**src/rtl/wb_spi_sram_responder_if.sv**
```systemverilog
// rtl/wb_spi_sram_responder_if.sv - Wishbone slave bus and SPI pin bundle for wb_spi_sram_responder
interface wb_spi_sram_responder_if #(
    parameter int ADDR_WIDTH = 24
);
    logic                  wbs_cyc_i;
    logic                  wbs_stb_i;
    logic [ADDR_WIDTH-1:0] wbs_adr_i;
    logic                  wbs_we_i;
    logic [7:0]            wbs_dat_i;
    logic                  wbs_ack_o;
    logic                  wbs_err_o;
    logic                  wbs_rty_o;
    logic [7:0]            wbs_dat_o;
    logic                  spi_sck_o;
    logic                  spi_cs_n_o;
    logic                  spi_mosi_o;
    logic                  spi_miso_i;

    modport slave (
        input  wbs_cyc_i, wbs_stb_i, wbs_adr_i, wbs_we_i, wbs_dat_i, spi_miso_i,
        output wbs_ack_o, wbs_err_o, wbs_rty_o, wbs_dat_o, spi_sck_o, spi_cs_n_o, spi_mosi_o
    );

    modport master (
        output wbs_cyc_i, wbs_stb_i, wbs_adr_i, wbs_we_i, wbs_dat_i, spi_miso_i,
        input  wbs_ack_o, wbs_err_o, wbs_rty_o, wbs_dat_o, spi_sck_o, spi_cs_n_o, spi_mosi_o
    );
endinterface

```
**src/rtl/wb_spi_sram_responder.sv**
```systemverilog
// rtl/wb_spi_sram_responder.sv - Wishbone byte slave backed by an SPI serial SRAM (one command per access)
// Optional sequential-mode streaming with CS held low: define SPI_SRAM_SEQ_EN.
module wb_spi_sram_responder #(
    parameter int ADDR_WIDTH = 24,
    parameter int CLK_DIV    = 1
) (
    input  logic                    clk_i,
    input  logic                    rst_i,
    wb_spi_sram_responder_if.slave  bus
);
    localparam int DIV_W = (CLK_DIV > 1) ? $clog2(CLK_DIV) : 1;

`ifdef SPI_SRAM_SEQ_EN
    typedef enum logic [2:0] {IDLE, SHIFT, ACK, RECOVER, HOLD} state_t;
`else
    typedef enum logic [1:0] {IDLE, SHIFT, ACK, RECOVER} state_t;
`endif

    state_t state_q, state_d;

    logic                  sck_q;
    logic                  cs_n_q;
    logic                  mosi_q;
    logic                  ack_q;
    logic [7:0]            dat_q;
    logic [39:0]           sh_q;
    logic [5:0]            bit_cnt_q;
    logic [DIV_W-1:0]      div_cnt_q;
    logic [7:0]            rx_q;
    logic                  we_q;
    logic                  live_q;
`ifdef SPI_SRAM_SEQ_EN
    logic [23:0]           last_addr_q;
`endif

    logic [ADDR_WIDTH-1:0] adr;
    logic [23:0]           req_addr;
    logic                  sel;
    logic                  req;
    logic [7:0]            wbyte;
    logic [39:0]           load_word;
    logic                  div_done;
    logic                  shift_done;
    logic                  seq_hit;

    assign adr        = bus.wbs_adr_i;
    assign req_addr   = 24'(adr);
    assign sel        = bus.wbs_cyc_i && bus.wbs_stb_i;
    assign req        = sel && !ack_q;
    assign wbyte      = bus.wbs_we_i ? bus.wbs_dat_i : 8'h00;
    assign load_word  = {(bus.wbs_we_i ? 8'h02 : 8'h03), req_addr, wbyte};
    assign div_done   = (div_cnt_q == DIV_W'(CLK_DIV - 1));
    assign shift_done = (state_q == SHIFT) && div_done && sck_q && (bit_cnt_q == 6'd0);

`ifdef SPI_SRAM_SEQ_EN
    // The SRAM auto-increments in sequential mode, so only the next address with the same direction can stream on.
    assign seq_hit = req && (bus.wbs_we_i == we_q) && (req_addr == last_addr_q + 24'd1);
`else
    assign seq_hit = 1'b0;
`endif

    always_ff @(posedge clk_i) begin
        if (rst_i) begin
            state_q <= IDLE;
        end else begin
            state_q <= state_d;
        end
    end

    always_comb begin
        state_d = state_q;
        case (state_q)
            IDLE:    if (req) state_d = SHIFT;
            SHIFT:   if (shift_done) state_d = ACK;
`ifdef SPI_SRAM_SEQ_EN
            ACK:     state_d = HOLD;
            HOLD:    if (req) state_d = seq_hit ? SHIFT : IDLE;
`else
            ACK:     state_d = RECOVER;
`endif
            RECOVER: state_d = IDLE;
            default: state_d = IDLE;
        endcase
    end

    always_ff @(posedge clk_i) begin
        if (rst_i) begin
            sck_q     <= 1'b0;
            cs_n_q    <= 1'b1;
            mosi_q    <= 1'b0;
            ack_q     <= 1'b0;
            dat_q     <= 8'h00;
            sh_q      <= '0;
            bit_cnt_q <= '0;
            div_cnt_q <= '0;
            rx_q      <= 8'h00;
            we_q      <= 1'b0;
            live_q    <= 1'b0;
`ifdef SPI_SRAM_SEQ_EN
            last_addr_q <= '0;
`endif
        end else begin
            ack_q <= 1'b0;
            case (state_q)
                IDLE: begin
                    if (req) begin
                        sh_q      <= load_word;
                        mosi_q    <= load_word[39];
                        cs_n_q    <= 1'b0;
                        sck_q     <= 1'b0;
                        bit_cnt_q <= 6'd39;
                        div_cnt_q <= '0;
                        we_q      <= bus.wbs_we_i;
                        live_q    <= 1'b1;
`ifdef SPI_SRAM_SEQ_EN
                        last_addr_q <= req_addr;
`endif
                    end
                end
                SHIFT: begin
                    // A withdrawn request still finishes on the wire so writes are never torn.
                    if (!sel) live_q <= 1'b0;
                    if (div_done) begin
                        div_cnt_q <= '0;
                        if (!sck_q) begin
                            sck_q <= 1'b1;
                            rx_q  <= {rx_q[6:0], bus.spi_miso_i};
                        end else begin
                            sck_q <= 1'b0;
                            if (bit_cnt_q == 6'd0) begin
                                mosi_q <= 1'b0;
`ifndef SPI_SRAM_SEQ_EN
                                cs_n_q <= 1'b1;
`endif
                            end else begin
                                bit_cnt_q <= bit_cnt_q - 6'd1;
                                sh_q      <= sh_q << 1;
                                mosi_q    <= sh_q[38];
                            end
                        end
                    end else begin
                        div_cnt_q <= div_cnt_q + 1'b1;
                    end
                end
                ACK: begin
                    live_q <= 1'b0;
                    if (live_q && sel) begin
                        ack_q <= 1'b1;
                        if (!we_q) dat_q <= rx_q;
                    end
                end
`ifdef SPI_SRAM_SEQ_EN
                HOLD: begin
                    if (seq_hit) begin
                        sh_q        <= {wbyte, 32'h0000_0000};
                        mosi_q      <= wbyte[7];
                        sck_q       <= 1'b0;
                        bit_cnt_q   <= 6'd7;
                        div_cnt_q   <= '0;
                        live_q      <= 1'b1;
                        last_addr_q <= req_addr;
                    end else if (req) begin
                        cs_n_q <= 1'b1;
                    end
                end
`endif
                default: ;
            endcase
        end
    end

    assign bus.wbs_ack_o  = ack_q;
    assign bus.wbs_err_o  = 1'b0;
    assign bus.wbs_rty_o  = 1'b0;
    assign bus.wbs_dat_o  = dat_q;
    assign bus.spi_sck_o  = sck_q;
    assign bus.spi_cs_n_o = cs_n_q;
    assign bus.spi_mosi_o = mosi_q;
endmodule

```
**src/flat_wrapper.sv**
```systemverilog
// flat-port wrapper written by rule: the top's interface ports become plain ports
module wb_spi_sram_responder_flat 
#(
    parameter int ADDR_WIDTH = 24,
    parameter int CLK_DIV    = 1
)
  (clk_i, rst_i, bus_wbs_cyc_i, bus_wbs_stb_i, bus_wbs_adr_i, bus_wbs_we_i, bus_wbs_dat_i, bus_spi_miso_i, bus_wbs_ack_o, bus_wbs_err_o, bus_wbs_rty_o, bus_wbs_dat_o, bus_spi_sck_o, bus_spi_cs_n_o, bus_spi_mosi_o);
  wb_spi_sram_responder_if #(.ADDR_WIDTH(ADDR_WIDTH)) bus_i ();
  input  logic clk_i;
  input  logic rst_i;
  input wire logic [$bits(bus_i.wbs_cyc_i)-1:0] bus_wbs_cyc_i;
  input wire logic [$bits(bus_i.wbs_stb_i)-1:0] bus_wbs_stb_i;
  input wire logic [$bits(bus_i.wbs_adr_i)-1:0] bus_wbs_adr_i;
  input wire logic [$bits(bus_i.wbs_we_i)-1:0] bus_wbs_we_i;
  input wire logic [$bits(bus_i.wbs_dat_i)-1:0] bus_wbs_dat_i;
  input wire logic [$bits(bus_i.spi_miso_i)-1:0] bus_spi_miso_i;
  output wire logic [$bits(bus_i.wbs_ack_o)-1:0] bus_wbs_ack_o;
  output wire logic [$bits(bus_i.wbs_err_o)-1:0] bus_wbs_err_o;
  output wire logic [$bits(bus_i.wbs_rty_o)-1:0] bus_wbs_rty_o;
  output wire logic [$bits(bus_i.wbs_dat_o)-1:0] bus_wbs_dat_o;
  output wire logic [$bits(bus_i.spi_sck_o)-1:0] bus_spi_sck_o;
  output wire logic [$bits(bus_i.spi_cs_n_o)-1:0] bus_spi_cs_n_o;
  output wire logic [$bits(bus_i.spi_mosi_o)-1:0] bus_spi_mosi_o;
  assign bus_i.wbs_cyc_i = bus_wbs_cyc_i;
  assign bus_i.wbs_stb_i = bus_wbs_stb_i;
  assign bus_i.wbs_adr_i = bus_wbs_adr_i;
  assign bus_i.wbs_we_i = bus_wbs_we_i;
  assign bus_i.wbs_dat_i = bus_wbs_dat_i;
  assign bus_i.spi_miso_i = bus_spi_miso_i;
  assign bus_wbs_ack_o = bus_i.wbs_ack_o;
  assign bus_wbs_err_o = bus_i.wbs_err_o;
  assign bus_wbs_rty_o = bus_i.wbs_rty_o;
  assign bus_wbs_dat_o = bus_i.wbs_dat_o;
  assign bus_spi_sck_o = bus_i.spi_sck_o;
  assign bus_spi_cs_n_o = bus_i.spi_cs_n_o;
  assign bus_spi_mosi_o = bus_i.spi_mosi_o;
  wb_spi_sram_responder #(.ADDR_WIDTH(ADDR_WIDTH), .CLK_DIV(CLK_DIV)) u_core (.clk_i(clk_i), .rst_i(rst_i), .bus(bus_i));
endmodule
```
**config.mk**
```make
export PLATFORM = sky130hd
export DESIGN_NAME = wb_spi_sram_responder_flat
export DESIGN_NICKNAME = d
export VERILOG_FILES = /design/src/rtl/wb_spi_sram_responder_if.sv /design/src/rtl/wb_spi_sram_responder.sv /design/src/flat_wrapper.sv
export SDC_FILE = /design/constraint.sdc
export NUM_CORES = 1
export LEC_CHECK = 0
export ABC_AREA = 1
export CAP_MARGIN = 0
export CORE_MARGIN = 1
export CORE_UTILIZATION = 45
export DETAILED_ROUTE_END_ITERATION = 7
export PLACE_DENSITY = 0.67
export RECOVER_POWER = 100
export SYNTH_ARGS = -nofsm -noshare
export SYNTH_HDL_FRONTEND = slang
export SYNTH_SLANG_ARGS = --single-unit
```
**constraint.sdc**
```tcl
create_clock -name clk_i -period 2.7 [get_ports clk_i]
set_clock_uncertainty 0.15 [all_clocks]
set_input_delay 0.81 -clock clk_i [delete_from_list [all_inputs] [get_ports clk_i]]
set_output_delay 0.81 -clock clk_i [all_outputs]
set_load 0.01 [all_outputs]
```
# ---- Word-level counts from Yosys, hierarchy flattened
# Cells that the tools add are included.
# Widths: inputs -> output; s select.
dict set report word_totals {
  ramBits 0
  romBits 0
  latchBits 0
  word_cells 84
  inputBits 38
  ff_bits 70
  mem_count 0
  output_inout_bits 14
}
dict set report classes {
  n_reduce_logical 22
  muxes 34
  magnitude_cmp 0
  addsub 2
  div 0
  n_shift 0
  n_eq_ne 10
  bitwise_logic 4
  n_mul 0
}
# cell n
set ops {}
lappend ops {{$mux 39} 4}
lappend ops {{$pmux 39 s2} 1}
lappend ops {{$mux 6} 4}
lappend ops {{$mux 1} 15}
lappend ops {{$pmux 6 s2} 1}
lappend ops {{$reduce_and 3->1} 4}
lappend ops {{$reduce_and 5->1} 2}
lappend ops {{$mux 8} 1}
lappend ops {{$ne 2x2->1 const B} 4}
lappend ops {{$pmux 1 s2} 4}
lappend ops {{$pmux 2 s4} 1}
lappend ops {{$logic_and 1x1->1} 6}
lappend ops {{$logic_not 6->1} 1}
lappend ops {{$ne 2x1->1 const B} 3}
lappend ops {{$reduce_and 2->1} 3}
lappend ops {{$sub 6x1->6 const B} 1}
lappend ops {{$eq 2x2->1 const B} 2}
lappend ops {{$mux 2} 2}
lappend ops {{$not 1->1} 4}
lappend ops {{$reduce_and 4->1} 1}
lappend ops {{$pmux 1 s3} 1}
lappend ops {{$reduce_bool 3->1} 1}
lappend ops {{$eq 2x1->1 const B} 1}
lappend ops {{$logic_not 2->1} 1}
lappend ops {{4 further kinds} 4}

# ---- Depth between registers and ports, before layout
dict set report logic_depth {
  word_depth 6
  mapped_depth 11
  ltp_nobuf 10
}

# ---- Least setup slack after synthesis
# No wires, ideal clock.
dict set report synth_path {
  path_type {in2reg}
  from {input bus_wbs_cyc_i}
  to {register u_core.sh_q[31]}
  setup_time_ns 0.116
  path_buffers 1
  arrival_time_ns 1.554
  required_ns 2.434
  path_slack_ns 0.881
  path_stages 6
  path_cell_list {nand4_2 -> nand2_4 -> nand3_2 -> buf_2 -> o21ai_0 -> nor2_1}
}
dict set report synth_between {
  elab_chain_len 4
}
# item line
set synth_lines {}
lappend synth_lines {{start: declaration} flat_wrapper.sv:11} ;# input wire logic [$bits(bus_i.wbs_cyc_i)-1:0] bus_wbs_cyc_i;
lappend synth_lines {{$logic_and 1x1->1} wb_spi_sram_responder.sv:48} ;# assign sel = bus.wbs_cyc_i && bus.wbs_stb_i;
lappend synth_lines {{$logic_and 1x1->1} wb_spi_sram_responder.sv:49} ;# assign req = sel && !ack_q;
lappend synth_lines {{$ne 2x1->1 (no line)} -}
lappend synth_lines {{$reduce_and 5->1 (no line)} -}
lappend synth_lines {{end signal: assignment} wb_spi_sram_responder.sv:107} ;# sh_q <= load_word;
lappend synth_lines {{end signal: assignment} wb_spi_sram_responder.sv:137} ;# sh_q <= sh_q << 1;
lappend synth_lines {{end: declaration} wb_spi_sram_responder.sv:26} ;# logic [39:0] sh_q;
# No other way between the ends.
# A chain may end at the register's enable or synchronous reset.

# ---- Worst setup path after layout
dict set report layout_path {
  from {register u_core.sck_q, in the netlist u_core.bus.spi_sck_o}
  to {output bus_spi_sck_o}
}
# item line
set layout_lines {}
lappend layout_lines {{start: declaration} wb_spi_sram_responder.sv:21} ;# logic sck_q;
lappend layout_lines {{start signal: assignment} wb_spi_sram_responder.sv:88} ;# sck_q <= 1'b0;
lappend layout_lines {{start signal: assignment} wb_spi_sram_responder.sv:110} ;# sck_q <= 1'b0;
lappend layout_lines {{start signal: assignment} wb_spi_sram_responder.sv:126} ;# sck_q <= 1'b1;
lappend layout_lines {{end: declaration} flat_wrapper.sv:21} ;# output wire logic [$bits(bus_i.spi_sck_o)-1:0] bus_spi_sck_o;
# No word-level cell between the ends.

==> impl_metrics.csv <==
group,metric,value,unit
outcome,status,"finished clean",
critical_path,crit_family,"buffers and inverters",
critical_path,cp.arrival,1.37,ns
drt,dr.pass1.iters,4,
drt,antenna_left,0,
critical_path,path_class,"register to output port",
layout,fillers,682,
power_and_ir_drop,pwr-share-seq,37.7,%
clock_tree,htreeDepth,3,
critical_path,reg2reg_from,"u_core.state_q[1]",
critical_path,slowest_delay,0.62,ns
critical_path,cp_num_cells,1,
synthesis,ys_seq_elements,69,
sta,finalSetupViolCount,0,
synthesis,yosys_warnings,0,
critical_path,cp_max_fo,3,
power_and_ir_drop,p_leak,1.84,nW
power_and_ir_drop,swShare,36.9,%
clock_tree,holdBufCountCts,0,
power_and_ir_drop,max-vdd-ir-drop,0.332,mV
sta,final.setup.worst_slack,0.371,ns
critical_path,r2r_end,"u_core.sh_q[8]",
critical_path,critPathLaunch,"u_core.bus.spi_sck_o",
floorplan,start_util,46.7,%
clock_tree,cts_root_buf,"clkbuf_8",
drt,dr.first_iter.drc_count,186,
sta,final.period_utilization,86.3,%
synthesis,yosysUniqueCellTypes,28,
critical_path,path_cells,"dlygate4sd3_1",
global_route,grt_max_degree,62,
hold_path,min_from,"u_core.sh_q[36]",
power_and_ir_drop,internal_power,2.63,mW
clock_tree,cts.clk_slew.worst_paths,0.08,ns
synthesis,ys_seq_area_share,43.3,%
critical_path,r2r_cells,9,
clock_tree,cts_buffer_depth,2,
hold_path,hold_depth,2,
placed_design,dp_hpwl,4310,µm
sta,slew_viol_final,0,
sta,period_minus_slack,2.33,ns
clock_tree,clock_latency,0.34,ns
clock_tree,cts_sinks,69,
global_route,grt_pass1_wl,11700,µm
global_route,track_usage,19.7,%
layout,final_cell_mix,"nand2_1, nor2_1, dfxtp_1",
critical_path,startpoint_type,"register",
critical_path,cp-endpoint,"bus_spi_sck_o",
critical_path,crit_path_top_delay_cell,"dlygate4sd3_1",
power_and_ir_drop,power.switching,1.54,mW
power_and_ir_drop,pwr-share-comb,36.5,%
synthesis,synth_area,3190,µm²
power_and_ir_drop,powerDensity,1040,nW/µm²
hold_path,hold_class,"register to register",
layout,antenna_cells,0,
drt,drc,0,
global_route,grt_pass1_vias,2669,
floorplan,die_w,86.2,µm
critical_path,r2r_slack,0.44,ns
global_route,grt_antenna_before_repair,0,
clock_tree,post_cts_buffers,0,
drt,num_vias,2943,
sta,final_hold_viol_count,0,
floorplan,io_pins,52,
critical_path,critPathCaptureType,"output port",
run,maxCapViolations,0,
critical_path,critPathBufInv,1,
layout,area_growth,25.4,%
drt,wl_per_cell,10.9,µm
drt,wl,6760,µm
floorplan,die_h,86.2,µm
floorplan,std_cell_rows,30,
synthesis,avgSynthCellArea,6.76,µm²
placed_design,port_buffers,49,
layout,nets,561,
sta,rsz0062_at_grt,"no",
synthesis,synthCells,472,
clock_tree,cts_buffers,9,
layout,final_common_cell,"nand2_1",
floorplan,coreArea,6830,µm²
sta,fmax,429,MHz
drt,viasPerCell,4.75,
sta,setup_tns,0,ns
clock_tree,postCtsResizedCells,0,
clock_tree,cts_tree,"yes",
placed_design,gp_congestion,0.753,
floorplan,die_area,7430,µm²
layout,drive_above_1_share,6.69,%
power_and_ir_drop,p_clk_share,25.8,%
placed_design,dp_slack,0.185,ns
critical_path,crit_required,1.74,ns
global_route,grt-ovfl-total,0,
[power by group through the flow]
stage | clock (mW) | combinational [mW] | sequential [mW]
after global routing | 1.13 | 1.75 | 1.62
after CTS | 1.09 | 1.55 | 1.57
after detailed placement | 0 | 1.54 | 1.59
final | 1.08 | 1.52 | 1.57
after floorplan | 0 | 1.22 | 1.55
after global placement | 0 | 1.51 | 1.58
[final cells by class]
cell class                      count  area (µm²)  share of cell area (%)
Clock inverter                      3        90.1                    2.25
Inverter                           23        86.3                    2.16
Timing Repair Buffer               59         591                    14.7
Clock buffer                       13         169                    4.22
Sequential cell                    69        1380                    34.5
Tap cell                           96         120                    3.00
Multi-Input combinational cell    356        1570                    39.1
[state kept, by name, indices dropped and copies added, names as in the netlist]
name	flops
u_core.bus.spi_cs_n_o	1
u_core.live_q	1
u_core.we_q	1
u_core.bus.spi_sck_o	1
u_core.bus.wbs_ack_o	1
u_core.rx_q	8
u_core.bus.spi_mosi_o	1
u_core.bit_cnt_q	6
u_core.state_q	2
u_core.sh_q	39
u_core.bus.wbs_dat_o	8
[cell usage after synthesis]
master / instances / share of area (%)
nand2_4: 3 / 1.1
a22oi_1: 7 / 1.6
nand3_2: 1 / 0.31
nand2_1: 130 / 15
buf_4: 3 / 0.71
buf_8: 1 / 0.47
inv_2: 2 / 0.24
inv_1: 21 / 2.5
nand3_1: 10 / 1.6
nor3_2: 1 / 0.31
ha_1: 5 / 2.0
clkbuf_1: 12 / 1.4
conb_1: 1 / 0.12
a21boi_0: 1 / 0.24
nor2_2: 2 / 0.39
nor2_4: 2 / 0.71
dfxtp_1: 69 / 43
buf_1: 1 / 0.12
o21bai_1: 1 / 0.24
o21ai_0: 45 / 7.1
a21oi_1: 9 / 1.4
nor2_1: 127 / 15
buf_6: 3 / 1.1
nand4_2: 2 / 0.78
o21ai_1: 2 / 0.31
nand4_1: 5 / 0.98
nor3_1: 1 / 0.16
buf_2: 5 / 0.78
[stage by stage]
stage	instance area, µm²	hold slack, ns	std cells	power, mW	utilization [%]
finish	4000	0.315	619	4.17	58.6
global route	4000	0.328	619	4.50	58.6
CTS	4020	0.316	619	4.22	58.9
detailed placement	3760	0.300	603	3.13	55.1
global placement	3760	0.298	603	3.08	55.1
floorplan	3200	0.285	473	2.77	-
[cells by family after synthesis]
group	Yosys count	synth area share (%)
AND/OR/NAND/NOR	284	36.5
flip-flops	69	43.3
AO/OA/AOI/OAI	65	10.9
buffers and inverters	48	7.25
adder cells (fa/ha/maj)	5	1.96
other	1	0.117
[how the worst min path moves through the flow]
stage	slack, ns	end
finish	0.32	u_core.sh_q[36]
global route	0.33	u_core.sh_q[35]
CTS	0.32	u_core.sh_q[36]
detailed placement	0.30	u_core.sh_q[35]
global placement	0.30	u_core.sh_q[36]
floorplan	0.29	u_core.we_q
[layer usage]
layer,global-route usage (%),share of wire (%),up-vias
li1,-,-,1571
met1,24.7,50,1315
met2,33.8,46,46
met3,3.24,2.8,11
met4,7.73,1.4,0
met5,0,0,-
(Power assumes the default switching activity.)
